[src/rtl/unsharp_mask_axis.sv]
`timescale 1ns/1ps
`default_nettype none
// ============================================================================
//  Module   : unsharp_mask_axis
//  Purpose  : AXI4-Stream unsharp-mask sharpener, out = raw + gain*(raw-gaus),
//             with coring, saturation and a 4-stage stallable pipeline.
//  Option   : define SHARP_ROUND_EN for round-half-up gain scaling.
//  Revision : 1.0 - initial release
// ============================================================================
module unsharp_mask_axis #(
    parameter int DATA_WIDTH = 10,
    parameter int CHANNELS   = 1,
    parameter int FACTOR_W   = 8,
    parameter int FRAC_BITS  = 4
) (
    input  logic                           pixel_clk,
    input  logic                           rst_n,
    input  logic                           sharp_en,
    input  logic [DATA_WIDTH-1:0]          sharp_thr_in,
    input  logic [FACTOR_W-1:0]            sharp_gain_in,
    input  logic [CHANNELS*DATA_WIDTH-1:0] s_axis_tdata,
    input  logic [CHANNELS*DATA_WIDTH-1:0] s_axis_tgaus,
    input  logic                           s_axis_tvalid,
    output logic                           s_axis_tready,
    input  logic                           s_axis_tlast,
    input  logic                           s_axis_tuser,
    output logic [CHANNELS*DATA_WIDTH-1:0] m_axis_tdata,
    output logic                           m_axis_tvalid,
    input  logic                           m_axis_tready,
    output logic                           m_axis_tlast,
    output logic                           m_axis_tuser
);

    localparam int c_CW = DATA_WIDTH * CHANNELS;
    localparam int c_PW = DATA_WIDTH + FACTOR_W;
    localparam int c_SW = c_PW - FRAC_BITS;
    localparam int c_RW = c_PW + 2;
`ifdef SHARP_ROUND_EN
    localparam logic [c_PW-1:0] c_RND = c_PW'(1) << (FRAC_BITS - 1);
`else
    localparam logic [c_PW-1:0] c_RND = '0;
`endif

    logic w_ce, w_acc, w_load;
    logic                  w_cfg_en;
    logic [DATA_WIDTH-1:0] w_cfg_thr;
    logic [FACTOR_W-1:0]   w_cfg_gain;

    // Shadow configuration, held constant for the duration of a frame
    logic                  r_cfg_pend;
    logic                  r_sh_en;
    logic [DATA_WIDTH-1:0] r_sh_thr;
    logic [FACTOR_W-1:0]   r_sh_gain;

    // Stage 1
    logic                                  r_v1, r_l1, r_u1, r_en1;
    logic [DATA_WIDTH-1:0]                 r_thr1;
    logic [FACTOR_W-1:0]                   r_gain1;
    logic [c_CW-1:0]                       r_raw1, r_gaus1;
    logic [CHANNELS-1:0][DATA_WIDTH:0]     r_diff1, w_diff;
    // Stage 2
    logic                                  r_v2, r_l2, r_u2, r_en2;
    logic [FACTOR_W-1:0]                   r_gain2;
    logic [c_CW-1:0]                       r_raw2, r_gaus2;
    logic [CHANNELS-1:0][DATA_WIDTH-1:0]   r_mag2, w_mag;
    logic [CHANNELS-1:0]                   r_neg2, r_core2, w_core;
    // Stage 3
    logic                                  r_v3, r_l3, r_u3, r_en3;
    logic [c_CW-1:0]                       r_raw3, r_gaus3;
    logic [CHANNELS-1:0][c_SW-1:0]         r_scl3, w_scl;
    logic [CHANNELS-1:0]                   r_neg3, r_core3;
    // Stage 4 (output register)
    logic                                  r_v4, r_l4, r_u4;
    logic [c_CW-1:0]                       r_data4, w_out;

    assign w_ce          = m_axis_tready | ~r_v4;
    assign w_acc         = s_axis_tvalid & w_ce;
    assign w_load        = w_acc & (s_axis_tuser | r_cfg_pend);
    assign s_axis_tready = w_ce;

    // The loading beat itself must see the new values, hence the bypass mux
    assign w_cfg_en   = w_load ? sharp_en      : r_sh_en;
    assign w_cfg_thr  = w_load ? sharp_thr_in  : r_sh_thr;
    assign w_cfg_gain = w_load ? sharp_gain_in : r_sh_gain;

    assign m_axis_tdata  = r_data4;
    assign m_axis_tvalid = r_v4;
    assign m_axis_tlast  = r_l4;
    assign m_axis_tuser  = r_u4;

    always_ff @(posedge pixel_clk or negedge rst_n) begin
        if (!rst_n) begin
            r_cfg_pend <= 1'b1;
            r_sh_en    <= 1'b0;
            r_sh_thr   <= '0;
            r_sh_gain  <= '0;
        end else if (w_load) begin
            r_cfg_pend <= 1'b0;
            r_sh_en    <= sharp_en;
            r_sh_thr   <= sharp_thr_in;
            r_sh_gain  <= sharp_gain_in;
        end
    end

    genvar ch;
    generate
        for (ch = 0; ch < CHANNELS; ch++) begin : g_ch
            logic [DATA_WIDTH-1:0] w_raw_in, w_gaus_in, w_clamp;
            logic [c_PW-1:0]       w_prod, w_prod_r;
            logic [c_RW-1:0]       w_raw_x, w_scl_x, w_res;

            assign w_raw_in  = s_axis_tdata[ch*DATA_WIDTH +: DATA_WIDTH];
            assign w_gaus_in = s_axis_tgaus[ch*DATA_WIDTH +: DATA_WIDTH];
            assign w_diff[ch] = {1'b0, w_raw_in} - {1'b0, w_gaus_in};

            assign w_mag[ch]  = r_diff1[ch][DATA_WIDTH] ? DATA_WIDTH'(-r_diff1[ch])
                                                        : r_diff1[ch][DATA_WIDTH-1:0];
            assign w_core[ch] = (w_mag[ch] <= r_thr1);

            assign w_prod    = c_PW'(r_mag2[ch]) * c_PW'(r_gain2);
            assign w_prod_r  = w_prod + c_RND;
            assign w_scl[ch] = c_SW'(w_prod_r >> FRAC_BITS);

            // Wide unsigned arithmetic: a negative result shows up in the top bit
            assign w_raw_x = c_RW'(r_raw3[ch*DATA_WIDTH +: DATA_WIDTH]);
            assign w_scl_x = c_RW'(r_scl3[ch]);
            assign w_res   = r_neg3[ch] ? (w_raw_x - w_scl_x) : (w_raw_x + w_scl_x);
            assign w_clamp = w_res[c_RW-1]                  ? '0 :
                             (|w_res[c_RW-2:DATA_WIDTH])    ? '1 :
                                                              w_res[DATA_WIDTH-1:0];
            assign w_out[ch*DATA_WIDTH +: DATA_WIDTH] =
                (!r_en3 || r_core3[ch]) ? r_gaus3[ch*DATA_WIDTH +: DATA_WIDTH] : w_clamp;
        end
    endgenerate

    always_ff @(posedge pixel_clk or negedge rst_n) begin
        if (!rst_n) begin
            r_v1 <= 1'b0; r_l1 <= 1'b0; r_u1 <= 1'b0; r_en1 <= 1'b0;
            r_thr1 <= '0; r_gain1 <= '0; r_raw1 <= '0; r_gaus1 <= '0; r_diff1 <= '0;
            r_v2 <= 1'b0; r_l2 <= 1'b0; r_u2 <= 1'b0; r_en2 <= 1'b0;
            r_gain2 <= '0; r_raw2 <= '0; r_gaus2 <= '0; r_mag2 <= '0;
            r_neg2 <= '0; r_core2 <= '0;
            r_v3 <= 1'b0; r_l3 <= 1'b0; r_u3 <= 1'b0; r_en3 <= 1'b0;
            r_raw3 <= '0; r_gaus3 <= '0; r_scl3 <= '0; r_neg3 <= '0; r_core3 <= '0;
            r_v4 <= 1'b0; r_l4 <= 1'b0; r_u4 <= 1'b0; r_data4 <= '0;
        end else if (w_ce) begin
            r_v1    <= s_axis_tvalid;
            r_l1    <= s_axis_tlast;
            r_u1    <= s_axis_tuser;
            r_en1   <= w_cfg_en;
            r_thr1  <= w_cfg_thr;
            r_gain1 <= w_cfg_gain;
            r_raw1  <= s_axis_tdata;
            r_gaus1 <= s_axis_tgaus;
            r_diff1 <= w_diff;

            r_v2    <= r_v1;
            r_l2    <= r_l1;
            r_u2    <= r_u1;
            r_en2   <= r_en1;
            r_gain2 <= r_gain1;
            r_raw2  <= r_raw1;
            r_gaus2 <= r_gaus1;
            r_mag2  <= w_mag;
            r_core2 <= w_core;
            for (int i = 0; i < CHANNELS; i++) begin
                r_neg2[i] <= r_diff1[i][DATA_WIDTH];
            end

            r_v3    <= r_v2;
            r_l3    <= r_l2;
            r_u3    <= r_u2;
            r_en3   <= r_en2;
            r_raw3  <= r_raw2;
            r_gaus3 <= r_gaus2;
            r_scl3  <= w_scl;
            r_neg3  <= r_neg2;
            r_core3 <= r_core2;

            r_v4    <= r_v3;
            r_l4    <= r_l3;
            r_u4    <= r_u3;
            r_data4 <= w_out;
        end
    end

endmodule
`default_nettype wire

[config.mk]
export PLATFORM = sky130hd
export DESIGN_NAME = unsharp_mask_axis
export DESIGN_NICKNAME = d
export VERILOG_FILES = /design/src/rtl/unsharp_mask_axis.sv
export SDC_FILE = /design/constraint.sdc
export NUM_CORES = 1
export LEC_CHECK = 0
export ABC_AREA = 1
export CAP_MARGIN = 10
export CORE_MARGIN = 1.5
export CORE_UTILIZATION = 61
export DETAILED_ROUTE_END_ITERATION = 7
export GPL_ROUTABILITY_DRIVEN = 0
export PLACE_DENSITY = 0.81
export SETUP_SLACK_MARGIN = 0.4
export SLEW_MARGIN = 20
export SYNTH_ARGS = -nofsm -noshare
export SYNTH_HDL_FRONTEND = slang
export SYNTH_SLANG_ARGS = --single-unit
[constraint.sdc]
create_clock -name pixel_clk -period 5.45 [get_ports pixel_clk]
set_clock_uncertainty 0.1 [all_clocks]
set_input_delay 1.3625 -clock pixel_clk [delete_from_list [all_inputs] [get_ports pixel_clk]]
set_output_delay 1.3625 -clock pixel_clk [all_outputs]
set_load 0.01 [all_outputs]
# After elaboration in Yosys (flattened, before gate mapping)
# Cells that the tools add are included.
[op_classes]
reduce_logical = 3
bitwise_logic = 5
addsub = 4
n_mux = 8
order_cmp = 1
multipliers = 1
[ops]
columns = ["op", "count"]
rows = [
  ["$mux 10", 5],
  ["$mux 20", 1],
  ["$mul 10x8->18", 1],
  ["$add 10x14->15", 1],
  ["$sub 10x14->15", 1],
  ["$sub 10x10->11", 1],
  ["$le 10x10->1", 1],
  ["$neg 10->10", 1],
  ["$reduce_or 9->1", 1],
  ["$mux 8", 1],
  ["$and 1x1->1", 2],
  ["$or 1x1->1", 2],
  ["$logic_not 1->1", 1],
  ["$logic_or 1x1->1", 1],
  ["$mux 1", 1],
  ["$not 1->1", 1],
]
[word_totals]
wordCells = 58
inputBits = 45
out_inout_bits = 14
regBits = 170

# Longest topological paths before layout
[depth]
ltp_word = 6
mapped_depth = 22
ltp_nobuf = 21

# Worst setup path before layout
# No wires, ideal clock.
[synth_path]
kind = "reg2reg"
from = "register r_gain2[7]"
to = "register r_scl3[8] in the netlist's numbering"
n_path_buf = 1
setup_slack_ns = 1.084
path_stages_with_launch = 19
required_time_ns = 5.220
setup_time_ns = 0.130
synth_period_minus_slack_ns = 4.366
arrival_ns = 4.136
path_cell_list = "dfrtp_1 > clkbuf_1 > nand2_1 > fa_1 > fa_1 > inv_1 > fa_1 > inv_1 > fa_1 > inv_1 > ha_1 > a21oi_1 > a21boi_2 > inv_1 > nand2_1 > nand2_1 > or2_2 > nand3_1 > o21ai_0"
[synth_via]
elab_chain_len = 1
[synth_lines]
columns = ["item", "line", "text"]
rows = [
  ["start: declaration", "63", "logic [FACTOR_W-1:0] r_gain2;"],
  ["start signal: assignment", "161", "r_gain2 <= r_gain1;"],
  ["$mul 10x8->18", "120", "assign w_prod = c_PW'(r_mag2[ch]) * c_PW'(r_gain2);"],
  ["end signal: assignment", "176", "r_scl3 <= w_scl;"],
  ["end: declaration", "70", "logic [CHANNELS-1:0][c_SW-1:0] r_scl3, w_scl;"],
]
# Every way passes these cells.
# A chain may end at the register's enable or synchronous reset.

# Final worst setup path
[layout_path]
from = "register r_gain2[7]"
to = "register r_scl3[9] in the netlist's numbering"
# Same word-level chain as after synthesis.

==> results.cfg <==
[synthesis]
synth.distinct_cells = 44
synthesis.area_um2 = 11400
synth-simple-area-share = 0.237
yosys.area.top_type = dfrtp_1
synth_top_family_by_area = simple AND/OR/NAND/NOR gates
synth_area_leaders = dfrtp_1 37%, nand2_1 17%, fa_1 9.0%
ys_seq_area_frac = 0.373
synthCells = 1499
yosys-mux-area-fraction = 0
yosysTopAreaCellShare = 0.371
synth_warnings = 0
synth-xor-area-share = 0.0161
synth_fa_ha_area_frac = 0.173
synth-compound-area-share = 0.0949
synth_area_per_cell_um2 = 7.60
synth_nets = 1671
ys_seq_elements = 170

[cts]
cts_root_buf = clkbuf_16
ctsHoldBuffers = 0
cts_resized = 0
cts.clk_slew.worst_paths_ns = 0.07
clock_path_buffers = 2
clkSinkCount = 170
clkLatencyLatePin_ns = 0.44
post-cts-setup-buffers = 0
cts_tree = done
cts_made_buffers = 17
htreeDepth = 4

[die]
start_util = 0.628
die_height_um = 140
die_x_um = 140
core-area_um2 = 18100
rows = 49
pin_count = 59
dieArea_um2 = 19500

[global_routing]
antenna_found_initial = 0
grt_pass1_vias = 9228
grt_max_degree = 162
track_usage = 0.274
overflow = 0
grt_pass1_wl_um = 43300

[route]
detail_route.vias_per_cell = 5.34
routedWlPerCell_um = 14.3
wl_met1_um = 11300
drtIter0Drc = 653
drtAntennaViolNets = 0
vias = 9390
dr.pass1.iters = 5
dr_wl_met3_um = 1200
wl_um = 25100
maxUsedRoutingLayer = met4
drc_errors = 0
wl_met2_um = 12100

[cells_and_area]
regArea_um2 = 4260
area_delta_synth_final_pct = 11.6
multi_input_area_um2 = 5950
drive_gt1_frac = 0.0484
fillers = 1417
finish.net_count = 1689
diodes = 0
utilization = 0.701

[sta]
setup_viol = 0
tightest_slew_ns = 0.912
rsz0062_at_grt = false
finalHoldViolCount = 0
max_freq_ghz = 0.215
min_period_ns = 4.65
post-route-period-util = 0.852
max-slew-margin-rel = 0.392
slew_viol_final = 0
fin_setup_tns_ns = 0

[outcome]
outcome = finished clean

[critical_path]
worstPathRequired_ns = 5.64
worstSetupPathType = reg2reg
path_max_fanout = 11
crit_path_end_kind = flop
crit_arrival_ns = 4.84
crit_path_start_kind = flop

[placement]
dp_hpwl_um = 18200
io_buffers = 58

[worst_hold_path]
hold_path.class = reg2reg

[run]
max_cap_viol_count = 0
[layout by cell type, fill, tap and decap left out, types with 5 or more instances in the layout]
| master | count |
|---|---|
| nand2_1 | 521 |
| inv_1 | 240 |
| dfrtp_1 | 169 |
| o21ai_0 | 93 |
| ha_1 | 76 |
| a21oi_1 | 62 |
| clkdlybuf4s50_1 | 57 |
| nor2_1 | 56 |
| fa_1 | 51 |
| nand3_1 | 49 |
| xor2_1 | 17 |
| clkbuf_16 | 17 |
| a31oi_1 | 14 |
| nand4_1 | 10 |
| nor3_1 | 9 |
| inv_2 | 7 |
| or2_2 | 6 |
| o31ai_1 | 5 |
| nand2_2 | 5 |
[layout make-up]
type,instances,share of cell area
Timing Repair Buffer,63,0.0507
Clock buffer,19,0.0356
Multi-Input combinational cell,1014,0.467
Clock inverter,13,0.0150
Inverter,251,0.0743
Sequential cell,170,0.335
Tap cell,229,0.0225
[Yosys cell counts (all sizes together)]
library cell,instances
a21boi,2
a21o,3
a21oi,64
a221oi,1
a31oi,15
and2,2
buf,13
clkbuf,51
clkinv,3
dfrtp,169
dfstp,1
fa,51
ha,76
inv,248
nand2,526
nand3,52
nand4,10
nor2,63
nor3,10
o2111ai,1
o21a,3
o21ai,98
o21bai,2
o22ai,3
o31ai,5
or2,6
xnor2,4
xor2,17
[logic make-up after synthesis]
kind of cell | Yosys count
xor+xnor | 21
flops | 170
compound gates | 197
fa+ha+maj | 127
buf+inv | 315
simple gates | 669
[per-stage QoR]
stage	hold slack, ns	area, um^2	cells	setup WS (ns)
global placement	0.331	12100	1727	0.976
detailed placement	0.342	12100	1727	0.843
floorplan	0.320	11400	1499	1.08
finish	0.348	12700	1759	0.804
CTS	0.352	12700	1759	0.803
global route	0.390	12700	1759	0.538
[worst paths after layout]
| check | startpoint | end | slack, ns | depth (start not counted) |
|---|---|---|---|---|
| max | r_gain2[7]$_DFFE_PN0N_ | r_scl3[9]$_DFFE_PN0N_ | 0.80 | 18 |
| min | r_cfg_pend$_DFFE_PN1P_ | r_cfg_pend$_DFFE_PN1P_ | 0.35 | 2 |
| max reg2reg | r_gain2[7]$_DFFE_PN0N_ | r_scl3[9]$_DFFE_PN0N_ | 0.80 | 18 |
| min reg2reg | r_cfg_pend$_DFFE_PN1P_ | r_cfg_pend$_DFFE_PN1P_ | 0.35 | 2 |
| max in group asynchronous | rst_n | r_cfg_pend$_DFFE_PN1P_ | 3.48 | 2 |
| min in group asynchronous | rst_n | m_axis_tvalid$_DFFE_PN0N_ | 0.85 | 1 |
[sequential cells by signal (all words and copies together), names as in the netlist, 10 cells and up]
register / count
r_scl3: 14
r_diff1: 11
m_axis_tdata: 10
r_gaus1: 10
r_gaus2: 10
r_gaus3: 10
r_mag2: 10
r_raw1: 10
r_raw2: 10
r_raw3: 10
r_sh_thr: 10
r_thr1: 10
[per-layer routing]
metal,vias up,track usage
met5,-,0
met4,0,0.0859
met3,41,0.0403
met2,281,0.450
met1,4417,0.378
li1,4651,-
[worst max-delay path: stages (launching register included)]
cell and delay (ns):
dfrtp_1 0.51, nand2_1 0.13, inv_1 0.06, fa_1 0.52
fa_1 0.54, fa_1 0.56, inv_1 0.06, fa_1 0.53
inv_1 0.04, ha_1 0.36, a21oi_1 0.15, o21ai_0 0.13
a21oi_1 0.14, inv_1 0.08, a21oi_1 0.12, inv_1 0.06
or2_2 0.26, nand3_1 0.06, o21ai_0 0.08
Power is left out: the tool's default activity adds up to more than one toggle a clock period on the data nets, which glitch-free logic cannot reach.
